<file path="src/rtl/isqrt_pkg.sv">
// Shared types and width helpers for the sequential integer square-root unit.
package isqrt_pkg;

  typedef enum logic [1:0] {
    IDLE,
    BUSY,
    DONE
  } state_t;

  localparam int unsigned W_DEFAULT = 16;

  // Root width for a W-bit radicand.
  function automatic int unsigned root_width(input int unsigned w);
    return w / 2;
  endfunction

  // Iteration counter width: must hold R-1.
  function automatic int unsigned cnt_width(input int unsigned r);
    return $clog2(r);
  endfunction

endpackage

</file>
<file path="src/rtl/isqrt_step.sv">
// One restoring digit-by-digit square-root iteration (purely combinational).
module isqrt_step
  import isqrt_pkg::*;
#(
  parameter int unsigned W = W_DEFAULT
) (
  input  logic [W/2+1:0] rem,
  input  logic [W/2-1:0] root,
  input  logic [1:0]     bits,
  output logic [W/2+1:0] rem_next,
  output logic [W/2-1:0] root_next
);

  localparam int unsigned R  = root_width(W);
  localparam int unsigned RW = R + 2;
  localparam int unsigned XW = R + 4;

  logic [XW-1:0] shifted;
  logic [XW-1:0] trial;
  logic [XW-1:0] diff;
  logic          ge;

  // The true remainder never exceeds R+1 bits, so truncating the widened
  // intermediates back to R+2 bits loses nothing.
  always_comb begin
    shifted   = {rem, bits};
    trial     = {2'b00, root, 2'b01};
    diff      = shifted - trial;
    ge        = (shifted >= trial);
    rem_next  = ge ? RW'(diff) : RW'(shifted);
    root_next = ge ? R'({root, 1'b1}) : R'({root, 1'b0});
  end

endmodule

</file>
<file path="src/rtl/isqrt_seq.sv">
// Sequential integer square root: floor(sqrt(in_data)) and remainder,
// one root bit per cycle over a valid/ready handshake.
// Optional: define ISQRT_EXACT_EN to register a perfect-square flag.
module isqrt_seq
  import isqrt_pkg::*;
#(
  parameter int unsigned W = W_DEFAULT
) (
  input  logic           clk,
  input  logic           rst_n,
  input  logic           in_valid,
  output logic           in_ready,
  input  logic [W-1:0]   in_data,
  output logic           out_valid,
  input  logic           out_ready,
  output logic [W/2-1:0] out_root,
  output logic [W/2:0]   out_rem,
  output logic           out_exact
);

  localparam int unsigned R  = root_width(W);
  localparam int unsigned CW = cnt_width(R);

  state_t        state, state_next;
  logic [W-1:0]  rad;
  logic [R+1:0]  rem, rem_next;
  logic [R-1:0]  root, root_next;
  logic [CW-1:0] cnt;
  logic          last;

  assign last = (cnt == '0);

  isqrt_step #(.W(W)) u_step (
    .rem       (rem),
    .root      (root),
    .bits      (rad[W-1:W-2]),
    .rem_next  (rem_next),
    .root_next (root_next)
  );

  // State register.
  always_ff @(posedge clk) begin
    if (!rst_n) state <= IDLE;
    else        state <= state_next;
  end

  // Next-state and handshake outputs.
  always_comb begin
    state_next = state;
    in_ready   = 1'b0;
    out_valid  = 1'b0;
    case (state)
      IDLE: begin
        in_ready = 1'b1;
        if (in_valid) state_next = BUSY;
      end
      BUSY: begin
        if (last) state_next = DONE;
      end
      DONE: begin
        out_valid = 1'b1;
        if (out_ready) state_next = IDLE;
      end
      default: state_next = IDLE;
    endcase
  end

  // Iteration datapath and result registers (results load only on BUSY->DONE).
  always_ff @(posedge clk) begin
    if (!rst_n) begin
      rad      <= '0;
      rem      <= '0;
      root     <= '0;
      cnt      <= '0;
      out_root <= '0;
      out_rem  <= '0;
    end else begin
      case (state)
        IDLE: begin
          if (in_valid) begin
            rad  <= in_data;
            rem  <= '0;
            root <= '0;
            cnt  <= CW'(R - 1);
          end
        end
        BUSY: begin
          rad  <= {rad[W-3:0], 2'b00};
          rem  <= rem_next;
          root <= root_next;
          cnt  <= cnt - CW'(1);
          if (last) begin
            out_root <= root_next;
            out_rem  <= rem_next[R:0];
          end
        end
        default: ;
      endcase
    end
  end

`ifdef ISQRT_EXACT_EN
  // Perfect-square flag, captured alongside the result.
  always_ff @(posedge clk) begin
    if (!rst_n)                      out_exact <= 1'b0;
    else if ((state == BUSY) && last) out_exact <= (rem_next == '0);
  end
`else
  assign out_exact = 1'b0;
`endif

endmodule

</file>
<file path="config.mk">
export PLATFORM = sky130hd
export DESIGN_NAME = isqrt_seq
export DESIGN_NICKNAME = d
export VERILOG_FILES = /design/src/rtl/isqrt_pkg.sv /design/src/rtl/isqrt_step.sv /design/src/rtl/isqrt_seq.sv
export SDC_FILE = /design/constraint.sdc
export NUM_CORES = 1
export LEC_CHECK = 0
export BUFFER_PORTS_ARGS = -buffer_cell sky130_fd_sc_hd__clkbuf_2
export CAP_MARGIN = 20
export CORE_ASPECT_RATIO = 1.1
export CORE_MARGIN = 2
export CORE_UTILIZATION = 40
export CTS_CLUSTER_SIZE = 10
export DETAILED_ROUTE_END_ITERATION = 16
export PLACE_DENSITY_LB_ADDON = 0.1
export SYNTH_ARGS = -nofsm -noshare
export SYNTH_HDL_FRONTEND = slang
export SYNTH_SLANG_ARGS = --single-unit
</file>
<file path="constraint.sdc">
create_clock -name clk -period 3.35 [get_ports clk]
set_input_delay 0 -clock clk [delete_from_list [all_inputs] [get_ports clk]]
set_output_delay 0 -clock clk [all_outputs]
set_load 0.02 [all_outputs]
</file>
==> flow_metrics.env, run 1 <==
export IMPL_die_area_um2=7810
export IMPL_overflow=0
export IMPL_clk_pin_slew_worst_paths_ps=110
export IMPL_worstPathArrival_ps=2650
export IMPL_final_net_count=397
export IMPL_leakage_nw=1.29
export IMPL_avgRoutedWirePerCell_um=14.3
export IMPL_slowest_delay_ps=520
export IMPL_gp_congestion=0.806
export IMPL_grt_usage_pct=17.0
export IMPL_grt_max_degree=36
export IMPL_synth_seq_cells=56
export IMPL_numClockSinks=56
export IMPL_rows=32
export IMPL_wirelength_um=6470
export IMPL_synth_avg_cell_area_um2=8.45
export IMPL_synth_warnings=0
export IMPL_cts_made_buffers=5
export IMPL_cts_htree_levels=2
export IMPL_syn_area_um2=2850
export IMPL_drc=0
export IMPL_synth_top_flop_cell="dfxtp_1"
export IMPL_synth_area_leader_cell="dfxtp_1"
export IMPL_r2r_cells=8
export IMPL_max_cap_viol_count=0
export IMPL_drtAntennaViolNets=0
export IMPL_clock_latency_ps=320
export IMPL_max_freq_mhz=403
export IMPL_max_slew_margin_pct=39.4
export IMPL_reg2reg_from="root[3]$_SDFFE_PN0P_"
export IMPL_crit_chain="inv_1, ha_1, a21oi_1, o21ai_1, a221oi_4, o21ai_4, mux2i_1, a21oi_1"
export IMPL_postLayoutCoreUtil_pct=45.6
export IMPL_core_area_um2=6970
export IMPL_num_io_pins=40
export IMPL_num_vias=2401
export IMPL_comb_power_share_pct=58.6
export IMPL_power_density_nw_per_um2=952
export IMPL_dpl_hpwl_um=4430
export IMPL_clockPowerShare_pct=12.7
export IMPL_tightest_slew_ps=910
export IMPL_first_iter_violations=69
export IMPL_synth_cell_types=48
export IMPL_rsz0062_at_grt="no"
export IMPL_die_y_um=92.5
export IMPL_criticalPathCategory="register to register"
export IMPL_synthTopCellsByArea="dfxtp_1 39%, a21oi_1 7.0%, o221a_1 5.5%"
export IMPL_start_util_pct=40.9
export IMPL_multi_input_area_um2=1550
export IMPL_cts_tree="built"
export IMPL_via_per_inst=5.32
export IMPL_slew_viol_final=0
export IMPL_start_kind="register"
export IMPL_grt_pass1_vias=2303
export IMPL_syn_inst=337
export IMPL_synth_edff_count=0
export IMPL_worstHoldPathCells=5
export IMPL_critPathRequiredTime_ps=3520
export IMPL_hold_viol=0
export IMPL_seq_power_share_pct=28.7
export IMPL_worst_path_max_delay_cell="o21ai_4"
export IMPL_diodes=0
export IMPL_setup_viol=0
export IMPL_async_flop_share_pct=0
export IMPL_root_buffer="clkbuf_8"
export IMPL_grt_pass1_wl_um=11000
export IMPL_outcome="complete, no violations"
export IMPL_whs_endpoint="rad[1]$_SDFFE_PN0P_"
export IMPL_cp_common_cell="a21oi_1"
export IMPL_fillers=725
export IMPL_p_total_w=0.00302
export IMPL_io_buffers=38
export IMPL_area_delta_synth_final_pct=11.5
export IMPL_netlist_area_leader_share_pct=39.4
export IMPL_cts_max_path_buffers=2
export IMPL_drive_above_1_share_pct=16.1
export IMPL_r2r_slack_ps=870
export IMPL_dieWidth_um=84.4
export IMPL_synth_most_common_cell="dfxtp_1"
export IMPL_synth_commonest_cells="56 x dfxtp_1, 40 x a21oi_1, 35 x nor2_1"
export IMPL_regArea_um2=1120
export IMPL_antenna_found_initial=0
export IMPL_cp_max_fo=17
export IMPL_peakVddDrop_mv=1.09
export IMPL_tns_ps=0
export IMPL_switching_share_pct=43.0
export IMPL_end_kind="register"
export IMPL_firstDrtPassIters=4
export IMPL_clock_skew_ps=11.9
export IMPL_hold_path_class="input port to register"
export IMPL_p_switching_w=0.00130
export IMPL_syn_num_nets=369
export IMPL_period_share_pct=74.1
export IMPL_reg2reg_to="out_rem[7]$_SDFFE_PN0P_"
export IMPL_yosysSeqAreaShare_pct=39.4
export IMPL_period_minus_slack_ps=2480
export IMPL_hp_start="in_data[1]"
export IMPL_internal_power_w=0.00172
-- cells by family (layout without fill, tap and decap cells) --
family	count (synthesis)	after routing	share of synthesized area (%)
AO/OA/AOI/OAI	102	102	25.1
buffers and inverters	40	69	6.20
flip-flops	56	56	39.4
adder cells (fa/ha/maj)	12	12	5.27
XOR/XNOR	5	5	1.54
AND/OR/NAND/NOR	113	113	19.6
other	1	1	0.132
multiplexers	8	8	2.81
-- metrics by stage --
stage / worst slack [ps] / std cells / cell area (um^2) / hold WS [ps]
after floorplan: 1270 / 337 / 2850 / 182
after CTS: 860 / 451 / 3170 / 22.7
after global placement: 958 / 442 / 3070 / 263
final: 869 / 451 / 3170 / 22.0
after global routing: 630 / 451 / 3170 / 110
after detailed placement: 880 / 442 / 3070 / 276
-- cell type report --
cell class | count | share of cell area (%)
clock buffers | 5 | 2.17
clock inverters | 3 | 0.749
well taps | 85 | 3.35
flip-flops and latches | 56 | 35.3
multi-input cells | 241 | 48.8
repair buffers | 45 | 7.73
inverters | 16 | 1.89
-- worst max-delay path by stage --
| stage | from | end | slack, ps | cells after the start |
|---|---|---|---|---|
| floorplan | root[4]$_SDFFE_PN0P_ | rem[7]$_SDFFE_PN0P_ | 1270 | 10 |
| global placement | root[3]$_SDFFE_PN0P_ | out_rem[3]$_SDFFE_PN0P_ | 960 | 8 |
| detailed placement | root[3]$_SDFFE_PN0P_ | out_rem[7]$_SDFFE_PN0P_ | 880 | 8 |
| CTS | root[3]$_SDFFE_PN0P_ | out_rem[7]$_SDFFE_PN0P_ | 860 | 8 |
| global route | root[3]$_SDFFE_PN0P_ | out_rem[3]$_SDFFE_PN0P_ | 630 | 8 |
| finish | root[3]$_SDFFE_PN0P_ | out_rem[7]$_SDFFE_PN0P_ | 870 | 8 |
-- layout by cell type, fill, tap and decap left out, types with 2 or more instances in the layout --
| cell type | netlist | final |
|---|---|---|
| o21ai_1 | 13 | 13 |
| o221a_1 | 14 | 14 |
| nor2_1 | 35 | 35 |
| mux2i_1 | 8 | 8 |
| a22oi_1 | 8 | 8 |
| a2111oi_0 | 2 | 2 |
| nor2b_1 | 22 | 22 |
| ha_1 | 12 | 12 |
| and3_4 | 2 | 2 |
| xnor2_1 | 5 | 5 |
| or3_1 | 2 | 2 |
| o211ai_1 | 3 | 3 |
| clkinvlp_4 | 0 | 2 |
| clkbuf_8 | 0 | 5 |
| inv_1 | 16 | 16 |
| o21ai_0 | 10 | 10 |
| o21a_1 | 2 | 2 |
| nor3_1 | 4 | 4 |
| buf_4 | 2 | 6 |
| nand2_1 | 27 | 27 |
| dfxtp_1 | 56 | 56 |
| clkbuf_2 | 0 | 38 |
| a21oi_1 | 40 | 40 |
| nand3_1 | 9 | 9 |
-- metal layers --
metal	wire, um	global-route usage, %	up-vias
li1	-	-	1247
met1	3190	22.5	1129
met2	3080	29.2	20
met3	137	2.85	5
met4	55	3.57	0
met5	0	0	-
-- power by group through the flow --
stage          logic [W]  clock network, W  registers, W
2_1_floorplan    0.00154                 0      0.000879
3_3_place_gp     0.00177                 0      0.000887
3_5_place_dp     0.00177                 0      0.000886
4_1_cts          0.00179          0.000395      0.000872
5_1_grt          0.00197          0.000419      0.000886
6_report         0.00177          0.000383      0.000869
-- sequential cells by signal, indices dropped and copies added, names as in the netlist --
name / flops
rad: 16
state: 2
out_rem: 9
root: 8
cnt: 3
rem: 10
out_root: 8
-- critical path, delay by kind of cell (launching register included) --
kind | cells | cell delay, ps
AO/OA/AOI/OAI | 5 | 1130
adder cells (fa/ha/maj) | 1 | 430
buffers and inverters | 1 | 60
flip-flops | 1 | 400
multiplexers | 1 | 330
-- what timing repair did --
action,in CTS,in global routing
setup buffers,0,0
resized for setup,0,0
endpoints found under the hold margin,1,0
hold buffers,1,0
Note: power is estimated with default switching activity, not from simulation.
==> run 2, diff against run 1 <==
==> constraint.sdc (replaced) <==
create_clock -name clk -period 2.5 [get_ports clk]
set_input_delay 0 -clock clk [delete_from_list [all_inputs] [get_ports clk]]
set_output_delay 0 -clock clk [all_outputs]
set_load 0.02 [all_outputs]
==> run 2 against run 1 <==
  * Combinational power is 45% higher
  * Clock power is 110% higher
  * Sequential cell count stayed put
  * Clock skew is 2.8 ps lower
  * Routed wire length is 0.70% higher
  * Non-clock buffer count is 5 higher
==> flow_metrics.env, run 2 (same netlist as run 1, synthesis figures left out) <==
export IMPL_outcome="complete, no violations"
export IMPL_rsz0062_at_grt="no"
export IMPL_drc=0
export IMPL_avgRoutedWirePerCell_um=14.3
export IMPL_switching_share_pct=39.5
export IMPL_root_buffer="clkbuf_8"
export IMPL_endpoint="rem[1]$_SDFFE_PN0P_"
export IMPL_internal_power_w=0.00273
export IMPL_firstDrtPassIters=4
export IMPL_rows=32
export IMPL_setup_viol=0
export IMPL_start_util_pct=40.9
export IMPL_cts_max_path_buffers=2
export IMPL_start_kind="register"
export IMPL_peakVddDrop_mv=0.980
export IMPL_clock_skew_ps=9.14
export IMPL_area_delta_synth_final_pct=15.2
export IMPL_hold_ws_ps=36.7
export IMPL_grt_usage_pct=17.9
export IMPL_die_y_um=92.5
export IMPL_r2r_slack_ps=230
export IMPL_tightest_slew_ps=817
export IMPL_reg2reg_from="root[4]$_SDFFE_PN0P_"
export IMPL_grt_pass1_vias=2401
export IMPL_max_slew_margin_pct=45.3
export IMPL_leakage_nw=1.35
export IMPL_cts_made_buffers=5
export IMPL_r2r_cells=9
export IMPL_slew_viol_final=0
export IMPL_period_minus_slack_ps=2270
export IMPL_criticalPathCategory="register to register"
export IMPL_finalNonFillerCells=456
export IMPL_cts_tree="built"
export IMPL_cp_max_fo=11
export IMPL_first_iter_violations=79
export IMPL_max_cap_viol_count=0
export IMPL_numClockSinks=56
export IMPL_die_area_um2=7810
export IMPL_worstPathArrival_ps=2480
export IMPL_io_buffers=38
export IMPL_gp_congestion=0.811
export IMPL_clk_pin_slew_worst_paths_ps=100
export IMPL_end_kind="register"
export IMPL_dieWidth_um=84.4
export IMPL_grt_pass1_wl_um=11400
export IMPL_drive_above_1_share_pct=17.3
export IMPL_clockPowerShare_pct=17.7
export IMPL_period_share_pct=90.6
export IMPL_final_cell_mix="56 x dfxtp_1, 40 x a21oi_1, 38 x clkbuf_2, 35 x nor2_1, 27 x nand2_1"
export IMPL_top_usage_layer="met2"
export IMPL_hold_viol=0
export IMPL_tns_ps=0
export IMPL_postCtsSetupBuffers=0
export IMPL_comb_power_share_pct=56.6
export IMPL_num_io_pins=40
export IMPL_largestRegisters="rad: 16 flops, rem: 10 flops, out_rem: 9 flops"
export IMPL_dpl_hpwl_um=4580
export IMPL_p_switching_w=0.00179
export IMPL_core_area_um2=6970
export IMPL_clock_latency_ps=310
export IMPL_met3_usage_pct=3.12
export IMPL_final_common_cell="dfxtp_1"
export IMPL_max_freq_mhz=441
export IMPL_final_net_count=402
export IMPL_grt_max_degree=32
export IMPL_top_register="rad"
export IMPL_grt_use_met2_pct=30.2
export IMPL_power_density_nw_per_um2=1380
export IMPL_cts_htree_levels=2
export IMPL_postCtsResizedCells=0
export IMPL_grt_use_met1_pct=23.8
export IMPL_postPlaceCellArea_um2=3110
export IMPL_wirelength_um=6510
export IMPL_postLayoutCoreUtil_pct=47.1
export IMPL_seq_power_share_pct=25.7
export IMPL_via_per_inst=5.32
export IMPL_overflow=0
export IMPL_largest_reg_flops=16
export IMPL_placed_cells=447
export IMPL_antenna_found_initial=0
export IMPL_num_vias=2424
export IMPL_critPathRequiredTime_ps=2710
export IMPL_drtAntennaViolNets=0
export IMPL_cp_startpoint="root[4]$_SDFFE_PN0P_"
export IMPL_hold_path_class="input port to register"
export IMPL_design_area_um2=3280
export IMPL_reg2reg_to="rem[1]$_SDFFE_PN0P_"
export IMPL_diodes=0
-- run 2: timing repair --
| item | 4_1_cts | 5_1_grt |
|---|---|---|
| hold endpoints to repair | 1 | 0 |
| hold buffers | 1 | 0 |
| setup endpoints to repair | 0 | 0 |
-- run 2: critical path, stage by stage, from the launching register on --
cell and delay [ps]:
dfxtp_1 390, inv_1 60, ha_1 380, and3_4 230, and3_4 180, a221oi_4 280
o21ai_4 70, buf_4 200, mux2i_1 130, a32o_1 250
-- run 2: cell type report --
type / count / area (um^2)
fill: 734 / 3690
multi-input combinational: 241 / 1550
sequential: 56 / 1120
timing repair buffer: 50 / 283
tap: 85 / 106
clock inverter: 3 / 90.1
clock buffer: 5 / 68.8
inverter: 16 / 60.1
-- run 2: through the flow --
step / setup slack (ps) / power [W]
after floorplan: 423 / 0.00324
after global placement: 259 / 0.00375
after detailed placement: 249 / 0.00375
after CTS: 218 / 0.00458
after global routing: 12.4 / 0.00489
final: 234 / 0.00452
-- run 2: worst min-delay path by stage --
| stage | startpoint | to | slack [ps] | cells past startpoint |
|---|---|---|---|---|
| CTS | in_data[1] | rad[1]$_SDFFE_PN0P_ | 30 | 5 |
| global route | in_data[0] | rad[0]$_SDFFE_PN0P_ | 80 | 5 |
| detailed placement | out_ready | state[1]$_SDFFE_PN0P_ | 270 | 3 |
| floorplan | out_ready | state[1]$_SDFFE_PN0P_ | 180 | 2 |
| global placement | out_ready | state[1]$_SDFFE_PN0P_ | 270 | 3 |
| finish | in_data[1] | rad[1]$_SDFFE_PN0P_ | 40 | 5 |
-- run 2: power groups by stage --
stage | Clock, W | Combinational [W] | Sequential (W)
after floorplan | 0 | 0.00206 | 0.00118
final | 0.000799 | 0.00256 | 0.00116
after detailed placement | 0 | 0.00257 | 0.00118
after CTS | 0.000831 | 0.00258 | 0.00116
after global placement | 0 | 0.00257 | 0.00118
after global routing | 0.000860 | 0.00284 | 0.00119
-- run 2: layer usage --
layer  wire length (um)  vias up  part of all wire, %
li1                   -     1259                    -
met3                212        2                  3.3
met4                 30        0                 0.46
met1               3210     1129                   49
met5                  0        -                    0
met2               3060       34                   47
==> run 3, diff against run 2 <==
--- a/config.mk
+++ b/config.mk
@@ -9,7 +9,7 @@
 export CAP_MARGIN = 20
 export CORE_ASPECT_RATIO = 1.1
 export CORE_MARGIN = 2
-export CORE_UTILIZATION = 40
+export CORE_UTILIZATION = 57
 export CTS_CLUSTER_SIZE = 10
 export DETAILED_ROUTE_END_ITERATION = 16
 export PLACE_DENSITY_LB_ADDON = 0.1
==> run 3 against run 2 <==
  * Register-to-register slack lost 50 ps
  * Clock power decreased by 25%
  * Sequential share of layout area increased by 0.94 points
  * Global-route usage is 5.3 points higher
  * Worst hold slack better by 6.8 ps
  * Cell count is 6.6% lower
  * Maximum frequency decreased by 2.2%
  * Clock skew increased by 1.0 ps
  * Count of clock-buffer cells in the layout did not move
  * Critical path type unchanged
  * Highest routed layer unchanged
==> flow_metrics.env, run 3 (same netlist as run 1, synthesis figures left out) <==
export IMPL_outcome="complete, no violations"
export IMPL_overflow=0
export IMPL_setup_viol=0
export IMPL_final_net_count=401
export IMPL_fillers=401
export IMPL_crit_chain="inv_1, ha_1, and3_4, and3_4, a221oi_4, o21ai_4, buf_4, mux2i_1, a32o_1"
export IMPL_postPlaceCellArea_um2=3070
export IMPL_grt_max_degree=36
export IMPL_p_total_w=0.00431
export IMPL_num_io_pins=40
export IMPL_area_delta_synth_final_pct=12.1
export IMPL_rsz0062_at_grt="no"
export IMPL_critical_path_top_delay_family="compound AO/OA/AOI/OAI gates"
export IMPL_top_register="rad"
export IMPL_cts_htree_levels=2
export IMPL_cts_max_path_buffers=2
export IMPL_worstPathArrival_ps=2520
export IMPL_path_buf_inv=2
export IMPL_hold_path_class="input port to register"
export IMPL_cp_max_fo=11
export IMPL_multi_input_area_um2=1550
export IMPL_dieWidth_um=71.4
export IMPL_cts_tree="built"
export IMPL_diodes=0
export IMPL_core_area_um2=4720
export IMPL_numClockSinks=56
export IMPL_final_cell_mix="56 x dfxtp_1, 40 x a21oi_1, 38 x clkbuf_2, 35 x nor2_1, 27 x nand2_1"
export IMPL_tightest_slew_ps=639
export IMPL_power_density_nw_per_um2=1350
export IMPL_hold_viol=0
export IMPL_io_buffers=38
export IMPL_final_common_cell="dfxtp_1"
export IMPL_slowest_delay_ps=400
export IMPL_cts_made_buffers=5
export IMPL_end_kind="register"
export IMPL_antenna_found_initial=0
export IMPL_die_area_um2=5580
export IMPL_max_cap_viol_count=0
export IMPL_gp_congestion=0.884
export IMPL_rows=26
export IMPL_largestRegisters="rad: 16 flops, rem: 10 flops, out_rem: 9 flops"
export IMPL_slew_viol_final=0
export IMPL_peakVddDrop_mv=0.793
export IMPL_postCtsHoldBufs=1
export IMPL_critPathRequiredTime_ps=2700
export IMPL_dpl_hpwl_um=4300
export IMPL_period_minus_slack_ps=2320
export IMPL_criticalPathCategory="register to register"
export IMPL_first_iter_violations=120
export IMPL_firstDrtPassIters=5
export IMPL_grt_pass1_wl_um=10700
export IMPL_drtAntennaViolNets=0
export IMPL_postCtsResizedCells=0
export IMPL_placed_cells=417
export IMPL_regArea_um2=1120
export IMPL_leakage_nw=1.32
export IMPL_die_y_um=78.1
export IMPL_start_kind="register"
export IMPL_worst_path_max_delay_cell="dfxtp_1"
export IMPL_drive_above_1_share_pct=17.0
export IMPL_via_per_inst=5.84
export IMPL_clock_skew_ps=10.2
export IMPL_wirelength_um=6110
export IMPL_drc=0
export IMPL_largest_reg_flops=16
export IMPL_period_share_pct=92.6
export IMPL_max_slew_margin_pct=57.4
export IMPL_postCtsSetupBuffers=0
export IMPL_root_buffer="clkbuf_8"
export IMPL_grt_usage_pct=23.2
export IMPL_clock_latency_ps=310
export IMPL_tns_ps=0
export IMPL_avgRoutedWirePerCell_um=14.3
export IMPL_grt_pass1_vias=2324
export IMPL_cp_common_cell="and3_4"
export IMPL_clk_pin_slew_worst_paths_ps=110
export IMPL_finalNonFillerCells=426
export IMPL_start_util_pct=60.3
export IMPL_design_area_um2=3190
export IMPL_max_freq_mhz=432
export IMPL_num_vias=2489
run 3: area by class of cell:
class,count,area share [%]
Tap cell,56,2.20
Inverter,16,1.88
Multi-Input combinational cell,241,48.5
Clock buffer,5,2.16
Timing Repair Buffer,49,8.63
Sequential cell,56,35.1
Clock inverter,3,1.45
run 3: routing by layer:
metal,wire [um],up-vias,share of wire (%),GRT usage (%)
li1,-,1252,-,-
met1,2870,1167,47,30.8
met2,2900,60,47,37.8
met3,235,10,3.8,4.24
met4,106,0,1.7,7.92
met5,0,-,0,0
run 3: worst paths after layout:
kind | from | slack [ps] | cells past startpoint | end
setup / recovery | root[4]$_SDFFE_PN0P_ | 180 | 9 | rem[1]$_SDFFE_PN0P_
hold / removal | in_data[0] | 40 | 5 | rad[0]$_SDFFE_PN0P_
setup reg to reg | root[4]$_SDFFE_PN0P_ | 180 | 9 | rem[1]$_SDFFE_PN0P_
hold reg to reg | out_root[6]$_SDFFE_PN0P_ | 460 | 2 | out_root[6]$_SDFFE_PN0P_
run 3: where the power goes:
| part | total (W) | leakage [nW] | switching [W] | internal (W) |
|---|---|---|---|---|
| logic | 0.00255 | 0.810 | 0.00137 | 0.00117 |
| registers | 0.00116 | 0.458 | 0.000118 | 0.00105 |
| clock network | 0.000603 | 0.0548 | 0.000301 | 0.000302 |
run 3: through the flow:
| step | hold slack, ps | util [%] | worst slack [ps] |
|---|---|---|---|
| final | 43.5 | 67.6 | 184 |
| after global routing | 53.7 | 67.6 | 42.3 |
| after CTS | 48.3 | 67.6 | 191 |
| after detailed placement | 289 | 65.0 | 232 |
| after global placement | 288 | 65.0 | 293 |
| after floorplan | 182 | - | 423 |
run 3: worst min-delay path, cell delays in order:
cell	delay, ps
clkbuf_2	80
a21oi_1	50
nor2_1	80
a21oi_1	40
nor2_1	70
